--- src/rtl/mmio_timer_responder_pkg.sv ---
// mmio_timer_responder_pkg: register offsets, bit indices, default base and byte-merge helper
package mmio_timer_responder_pkg;
   localparam logic [31:0] TMR_BASE_ADDR = 32'hFF20_0500;
   localparam logic [4:0] TMR_CTRL = 5'h00;
   localparam logic [4:0] TMR_COUNT = 5'h04;
   localparam logic [4:0] TMR_CMP = 5'h08;
   localparam logic [4:0] TMR_STATUS = 5'h0C;
   localparam logic [4:0] TMR_PRESC = 5'h10;
   localparam int CTRL_EN = 0;
   localparam int CTRL_AUTORELOAD = 1;
   localparam int CTRL_IRQEN = 2;
   localparam int STATUS_MATCH = 0;
   function automatic logic [31:0] be_merge(input logic [31:0] old_v, input logic [31:0] new_v, input logic [3:0] be);
      logic [31:0] r;
      for (int i = 0; i < 4; i++) r[8*i +: 8] = be[i] ? new_v[8*i +: 8] : old_v[8*i +: 8];
      return r;
   endfunction
endpackage

--- src/rtl/timer_prescaler.sv ---
// timer_prescaler: reloadable 16-bit down-counter issuing one tick every value+1 enabled cycles
module timer_prescaler (
   input  logic        clk_i,
   input  logic        rst_i,
   input  logic        en_i,
   input  logic        load_i,
   input  logic [15:0] value_i,
   output logic        tick_o
);
   logic [15:0] cnt_q, cnt_d;
   assign tick_o = en_i & (cnt_q == 16'd0);
   // reload on a write or after a tick, hold while disabled, otherwise count down
   always_comb cnt_d = load_i ? value_i : !en_i ? cnt_q : tick_o ? value_i : cnt_q - 16'd1;
   // down-counter register
   always_ff @(posedge clk_i) cnt_q <= rst_i ? 16'd0 : cnt_d;
endmodule

--- src/rtl/mmio_timer_responder.sv ---
// mmio_timer_responder: bus-mapped free-running timer with compare match IRQ; optional TIMER_PRESCALER_EN
module mmio_timer_responder
   import mmio_timer_responder_pkg::*;
#(
   parameter logic [31:0] BASE_ADDR = TMR_BASE_ADDR
) (
   input  logic        iCLK,
   input  logic        iRST,
   input  logic        iReadEnable,
   input  logic        iWriteEnable,
   input  logic [3:0]  iByteEnable,
   input  logic [31:0] iAddress,
   input  logic [31:0] iWriteData,
   output logic [31:0] oReadData,
   output logic        oHit,
   output logic        oIRQ
);
   logic [4:0]  off;
   logic        wr, count_wr, tick, cmp_eq, match_set, unused_addr;
   logic [2:0]  ctrl_q, ctrl_d;
   logic [31:0] count_q, count_d, cmp_q, cmp_d, rd, presc_rd;
   logic        match_q, match_d;
   assign unused_addr = ^iAddress[1:0];
   assign oHit = iAddress[31:5] == BASE_ADDR[31:5];
   assign off = {iAddress[4:2], 2'b00};
   assign wr = iWriteEnable & oHit;
   assign count_wr = wr & (off == TMR_COUNT) & (|iByteEnable);
   assign cmp_eq = count_q == cmp_q;
   assign match_set = tick & ~count_wr & cmp_eq;
   assign oIRQ = match_q & ctrl_q[CTRL_IRQEN];
`ifdef TIMER_PRESCALER_EN
   logic [15:0] presc_q, presc_d;
   logic        presc_wr;
   assign presc_wr = wr & (off == TMR_PRESC) & (|iByteEnable[1:0]);
   assign presc_d = presc_wr ? {iByteEnable[1] ? iWriteData[15:8] : presc_q[15:8],
                                iByteEnable[0] ? iWriteData[7:0] : presc_q[7:0]} : presc_q;
   assign presc_rd = {16'd0, presc_q};
   timer_prescaler u_presc (
      .clk_i  (iCLK),
      .rst_i  (iRST),
      .en_i   (ctrl_q[CTRL_EN]),
      .load_i (presc_wr),
      .value_i(presc_d),
      .tick_o (tick)
   );
   // prescaler reload value register
   always_ff @(posedge iCLK) presc_q <= iRST ? 16'd0 : presc_d;
`else
   assign tick = ctrl_q[CTRL_EN];
   assign presc_rd = 32'd0;
`endif
   // next state: CPU writes take priority over the tick on COUNT; a match set beats a W1C clear
   always_comb begin
      ctrl_d = (wr & (off == TMR_CTRL) & iByteEnable[0]) ? iWriteData[2:0] : ctrl_q;
      cmp_d = (wr & (off == TMR_CMP)) ? be_merge(cmp_q, iWriteData, iByteEnable) : cmp_q;
      count_d = count_wr ? be_merge(count_q, iWriteData, iByteEnable) :
                !tick ? count_q :
                (cmp_eq & ctrl_q[CTRL_AUTORELOAD]) ? 32'd0 : count_q + 32'd1;
      match_d = match_set | (match_q & ~(wr & (off == TMR_STATUS) & iByteEnable[0] & iWriteData[0]));
   end
   // register read mux, sampled combinationally by the datapath
   always_comb rd = (off == TMR_CTRL)   ? {29'd0, ctrl_q} :
                    (off == TMR_COUNT)  ? count_q :
                    (off == TMR_CMP)    ? cmp_q :
                    (off == TMR_STATUS) ? {31'd0, match_q} :
                    (off == TMR_PRESC)  ? presc_rd : 32'd0;
   assign oReadData = (oHit & iReadEnable) ? rd : 32'd0;
   // timer register file
   always_ff @(posedge iCLK) begin
      if (iRST) begin
         ctrl_q <= 3'd0;
         count_q <= 32'd0;
         cmp_q <= 32'd0;
         match_q <= 1'b0;
      end else begin
         ctrl_q <= ctrl_d;
         count_q <= count_d;
         cmp_q <= cmp_d;
         match_q <= match_d;
      end
   end
endmodule

--- config.mk ---
export PLATFORM = sky130hd
export DESIGN_NAME = mmio_timer_responder
export DESIGN_NICKNAME = d
export VERILOG_FILES = /design/src/rtl/mmio_timer_responder_pkg.sv /design/src/rtl/timer_prescaler.sv /design/src/rtl/mmio_timer_responder.sv
export SDC_FILE = /design/constraint.sdc
export NUM_CORES = 1
export LEC_CHECK = 0
export ABC_AREA = 1
export CORE_ASPECT_RATIO = 0.5
export CORE_MARGIN = 4
export CORE_UTILIZATION = 25
export DETAILED_ROUTE_END_ITERATION = 10
export PLACE_DENSITY_LB_ADDON = 0.25
export SETUP_SLACK_MARGIN = 0.15
export SLEW_MARGIN = 0
export SYNTH_ARGS = -nofsm -noshare
export SYNTH_HDL_FRONTEND = slang
export SYNTH_SLANG_ARGS = --single-unit
--- constraint.sdc ---
create_clock -name iCLK -period 1.9 [get_ports iCLK]
set_clock_uncertainty 0.1 [all_clocks]
set_input_delay 0.19 -clock iCLK [delete_from_list [all_inputs] [get_ports iCLK]]
set_output_delay 0.19 -clock iCLK [all_outputs]
set_load 0.05 [all_outputs]
== Word-level counts from Yosys, hierarchy flattened ==
Cells that the tools add are included.

* Logic and storage cells: 61
* Output and inout bits: 34
* Input bits: 72
* Bits in registers: 68

* Equal/unequal tests: 9
* Bitwise gates (word level): 18
* Add/subtract/negate cells: 1
* Multiplexer cells: 12
* Reduce and logical (&&, ||, !) cells: 11

{| class="wikitable"
|+ Operators with widths
! kind !! count
|-
| $mux W32 || 7
|-
| $add A32 B1 Y32 const B || 1
|-
| $eq A32 B32 Y1 || 1
|-
| $mux W8 || 4
|-
| $eq A27 B27 Y1 const B || 1
|-
| $reduce_and A2 Y1 || 8
|-
| $and A1 B1 Y1 || 15
|-
| $ne A2 B2 Y1 const B || 4
|-
| $eq A3 B2 Y1 const B || 2
|-
| $logic_not A5 Y1 || 1
|-
| $reduce_or A4 Y1 || 1
|-
| $eq A3 B1 Y1 const B || 1
|-
| $not A1 Y1 || 2
|-
| $reduce_bool A2 Y1 || 1
|-
| $mux W1 || 1
|-
| $or A1 B1 Y1 || 1
|}

== Depth between registers and ports, before layout ==
* Depth after elaboration: 8
* Depth in mapped cells: 13
* Gate-level depth less buffers: 12

== Worst setup path before layout ==
OpenSTA, ideal clock, no wires.

* Kind: in2out
* Start: in iAddress[12]
* End: out oReadData[10]
* Required time: 1,610 ps
* Arrival time: 2,555 ps
* Stages: 9
* Slack: -945 ps
* Path buffers: 1
* Cells stage by stage: nor2_1 -> nand3b_1 -> nor2_1 -> nand2_1 -> nor2_4 -> nand2_1 -> or2_1 -> buf_2 -> a211oi_1

* Cells in the longest elaborated chain, start to end: 3

{| class="wikitable"
|+ RTL lines
! item !! line !! text
|-
| start: declaration || mmio_timer_responder.sv:12 || <nowiki>input logic [31:0] iAddress,</nowiki>
|-
| $eq A27 B27 Y1 || mmio_timer_responder.sv:24 || <nowiki>assign oHit = iAddress[31:5] == BASE_ADDR[31:5];</nowiki>
|-
| via oHit || mmio_timer_responder.sv:15 || <nowiki>output logic oHit,</nowiki>
|-
| $and A1 B1 Y1 || mmio_timer_responder.sv:67 || <nowiki>assign oReadData = (oHit & iReadEnable) ? rd : 32'd0;</nowiki>
|-
| $mux W32 || mmio_timer_responder.sv:67 ||
|-
| end: declaration || mmio_timer_responder.sv:14 || <nowiki>output logic [31:0] oReadData,</nowiki>
|}

The timed path passes the listed nets, and every way through them passes these cells.

== Worst setup path in the final report ==
* Start: in iAddress[11]
* End: out oReadData[7]

* Cells in the longest elaborated chain, start to end: 3

{| class="wikitable"
|+ RTL lines
! item !! line
|-
| $eq A27 B27 Y1 || mmio_timer_responder.sv:24
|-
| $and A1 B1 Y1 || mmio_timer_responder.sv:67
|-
| $mux W32 || mmio_timer_responder.sv:67
|}

Every way passes these cells.

==> metrics.txt <==
Top FF cell, synth dfxtp_1; synth warn 0; I/O pin count 106; core box area ~20000 µm²; via-per-instance ratio roughly 4.9; share of cells above drive strength 1 about 37%; Total Wirelength between 20 and 25 mm; top-count cell post-synth nand2_1; synthesized flop and latch total between 60 and 70; Least-Margin Pin Slew 0.404 ns; starting density of the core 25.9%; setup violators final 43; critical path peak fanout 6; Crit path required time between 1.5 and 2 ns; CP arrival 1.76 ns; Slew Viols, Final 0; Diodes inserted 0; ordered cell list for the critical path buf_6 -> nor2_4 -> nand3b_1 -> nor2_1 -> nand2_2 -> nor2_4 -> nand2_2 -> or2_4 -> buf_6 -> buf_12 -> buf_12 -> nor2_4 -> buf_12; largest net degree at the start of global routing 36; Placer Congestion 0.982; final worst slack -0.154 ns; area delta synth->final 79.5%; CP top delay family simple AND/OR/NAND/NOR gates; Syn Nets 925; fillers 1945; DPL Wire Length between 15 and 20 mm; port buffer count 103; Clock Tree Buf Depth 2; clock transition at the registers of the reported paths 0.06 ns; Post-Place Cell Area between 7000 and 8000 µm²; Reg2Reg Depth 11; slowest stage cell, crit path or2_4; Slew headroom 73.0%; outcome finished with violations; Post-synth EDFFs 0; Die H 109 µm; Post-synth top cells 204 x nand2_1, 109 x nor2_1, 82 x a21oi_1; hold path depth 5; RSZ-0062 raised after global routing true; antenna-violating nets left 0; Post-Synthesis Cells between 800 and 900; Seq/Total Area, Yosys 26.5%; DR WL/cell 16.8 µm; Total GRT Usage a little under a fifth; Pwr Density between 300 and 400 nW/µm²; endpoint type of the worst setup path output port; met3 WL 1.63 mm; fin nets 1141; Yosys top cell area share 26.5%; post-route clock period utilization 108%; highest routed layer met4; clock root buffer clkbuf_16; Lkg Pwr 3.59 nW; insertion delay to the later sink of the worst-skew pair about 0.34 ns; final core utilization 46.5%; final setup TNS -4.38 ns; initial antenna violation count 0; WP buf/inv 5; clk sink count 68; ys async rst share 0%; total number of vias 6604; CTS tree yes; Yosys top cell by area dfxtp_1; Die W 211 µm; Remaining DRCs 0; TritonRoute pass-1 iters 5; Hold Slack 0.343 ns; fmax 487 MHz; number of global-route vias before repair 6280; Row Count 36; First DRT Iteration DRCs 509; dpl cells 1288; max-cap violations 0; Worst path max stage delay 0.25 ns; Finished Layout Cells between 1000 and 1500; H-tree levels 3; first-pass GRT wire length 34.7 mm; Syn Area/Cell 6.03 µm²; remaining global-route overflow 0; maximum vdd drop 0.000342 V; crit path kind input pin to output port; post-synthesis cell type count 32; Hold Path Class input pin to flop; top cells by area, synth dfxtp_1 27%, nand2_1 15%, a21oi_1 8.0%; CP Depth 13; WL met2 9.86 mm; CTS buffer count 9; Critical Path Start Type input pin; Die Area roughly 23000 µm²; detailed-route wire length on metal 1 approximately 11 mm; failing checks negative setup slack; final hold violations 0; min Tclk post-route between 2 and 2.5 ns; mapped cell area 5130 µm²; design area about 9200 µm²
-- path summary, 6_finish.rpt --
path                                              start                  endpoint  slack, ns
worst max-delay path                       iAddress[11]              oReadData[7]      -0.15
worst min-delay path                        iAddress[3]        match_q$_SDFF_PP0_       0.34
worst max register to register  count_q[1]$_SDFFE_PP0P_  count_q[31]$_SDFFE_PP0P_      -0.04
worst min register to register   cmp_q[27]$_SDFFE_PP0P_    cmp_q[27]$_SDFFE_PP0P_       0.38
-- timing repair --
item                                    CTS  global route
hold buffers                              0             0
buffers inserted                         24             5
gates cloned                              6             0
hold endpoints to repair                  0             0
resized for setup                       255            69
endpoints found under the setup margin  101            65
pin swaps                                70            40
-- through the flow --
step                worst slack [ns]  power (mW)
floorplan                     -0.309        1.58
global placement              -0.506        1.83
detailed placement            -0.542        1.84
CTS                           -0.164        3.62
global route                  -0.256        3.71
finish                        -0.154        3.62
-- where the power goes --
| part | internal (mW) | switching (mW) | leakage [nW] | total, mW |
|---|---|---|---|---|
| clock network | 1.09 | 0.688 | 0.148 | 1.78 |
| logic | 0.211 | 0.206 | 2.88 | 0.417 |
| registers | 1.42 | 0.00000000159 | 0.559 | 1.42 |
| total | 2.72 | 0.894 | 3.59 | 3.62 |
-- routing by layer --
layer / global-route usage, % / up-vias
li1: - / 3237
met1: 27.3 / 3119
met2: 29.6 / 226
met3: 4.65 / 22
met4: 3.98 / 0
met5: 0 / -
-- cells by family (layout without fill, tap and decap cells) --
logic type               Yosys count  count (layout)  synth area share [%]
flip-flops                        68              68                  26.5
AO/OA/AOI/OAI                    158             158                  16.5
XOR/XNOR                          40              40                  6.82
buffers and inverters            121             342                  9.77
AND/OR/NAND/NOR                  464             464                  40.1
adder cells (fa/ha/maj)            1               1                 0.244
-- tightest hold or removal path: cells and delay by family --
kind | cells | cell delay [ns]
buf+inv | 2 | 0.23
simple gates | 1 | 0.07
compound gates | 2 | 0.25
-- state kept, by name (all words and copies together), names as in the netlist --
register  flops
ctrl_q        3
count_q      32
cmp_q        32
match_q       1
-- layout by cell type (no fill, tap or decap), drive strengths merged, types with 18 or more instances in the layout --
master / Yosys / routed
nand2: 206 / 206
buf: 22 / 206
nor2: 121 / 121
a21oi: 82 / 82
inv: 79 / 80
nand3: 80 / 80
dfxtp: 68 / 68
o21ai: 54 / 54
clkdlybuf4s50: 0 / 38
xnor2: 24 / 24
nand4: 23 / 23
nor3: 18 / 18
-- layout make-up --
cell class	instances	area [µm²]	area share, %
clock buffers	11	253	2.74
clock inverters	5	58.8	0.638
inverters	79	297	3.22
multi-input cells	663	4130	44.8
flip-flops and latches	68	1400	15.2
well taps	266	333	3.61
repair buffers	247	2750	29.8
Power figures use the tool's default switching activity.
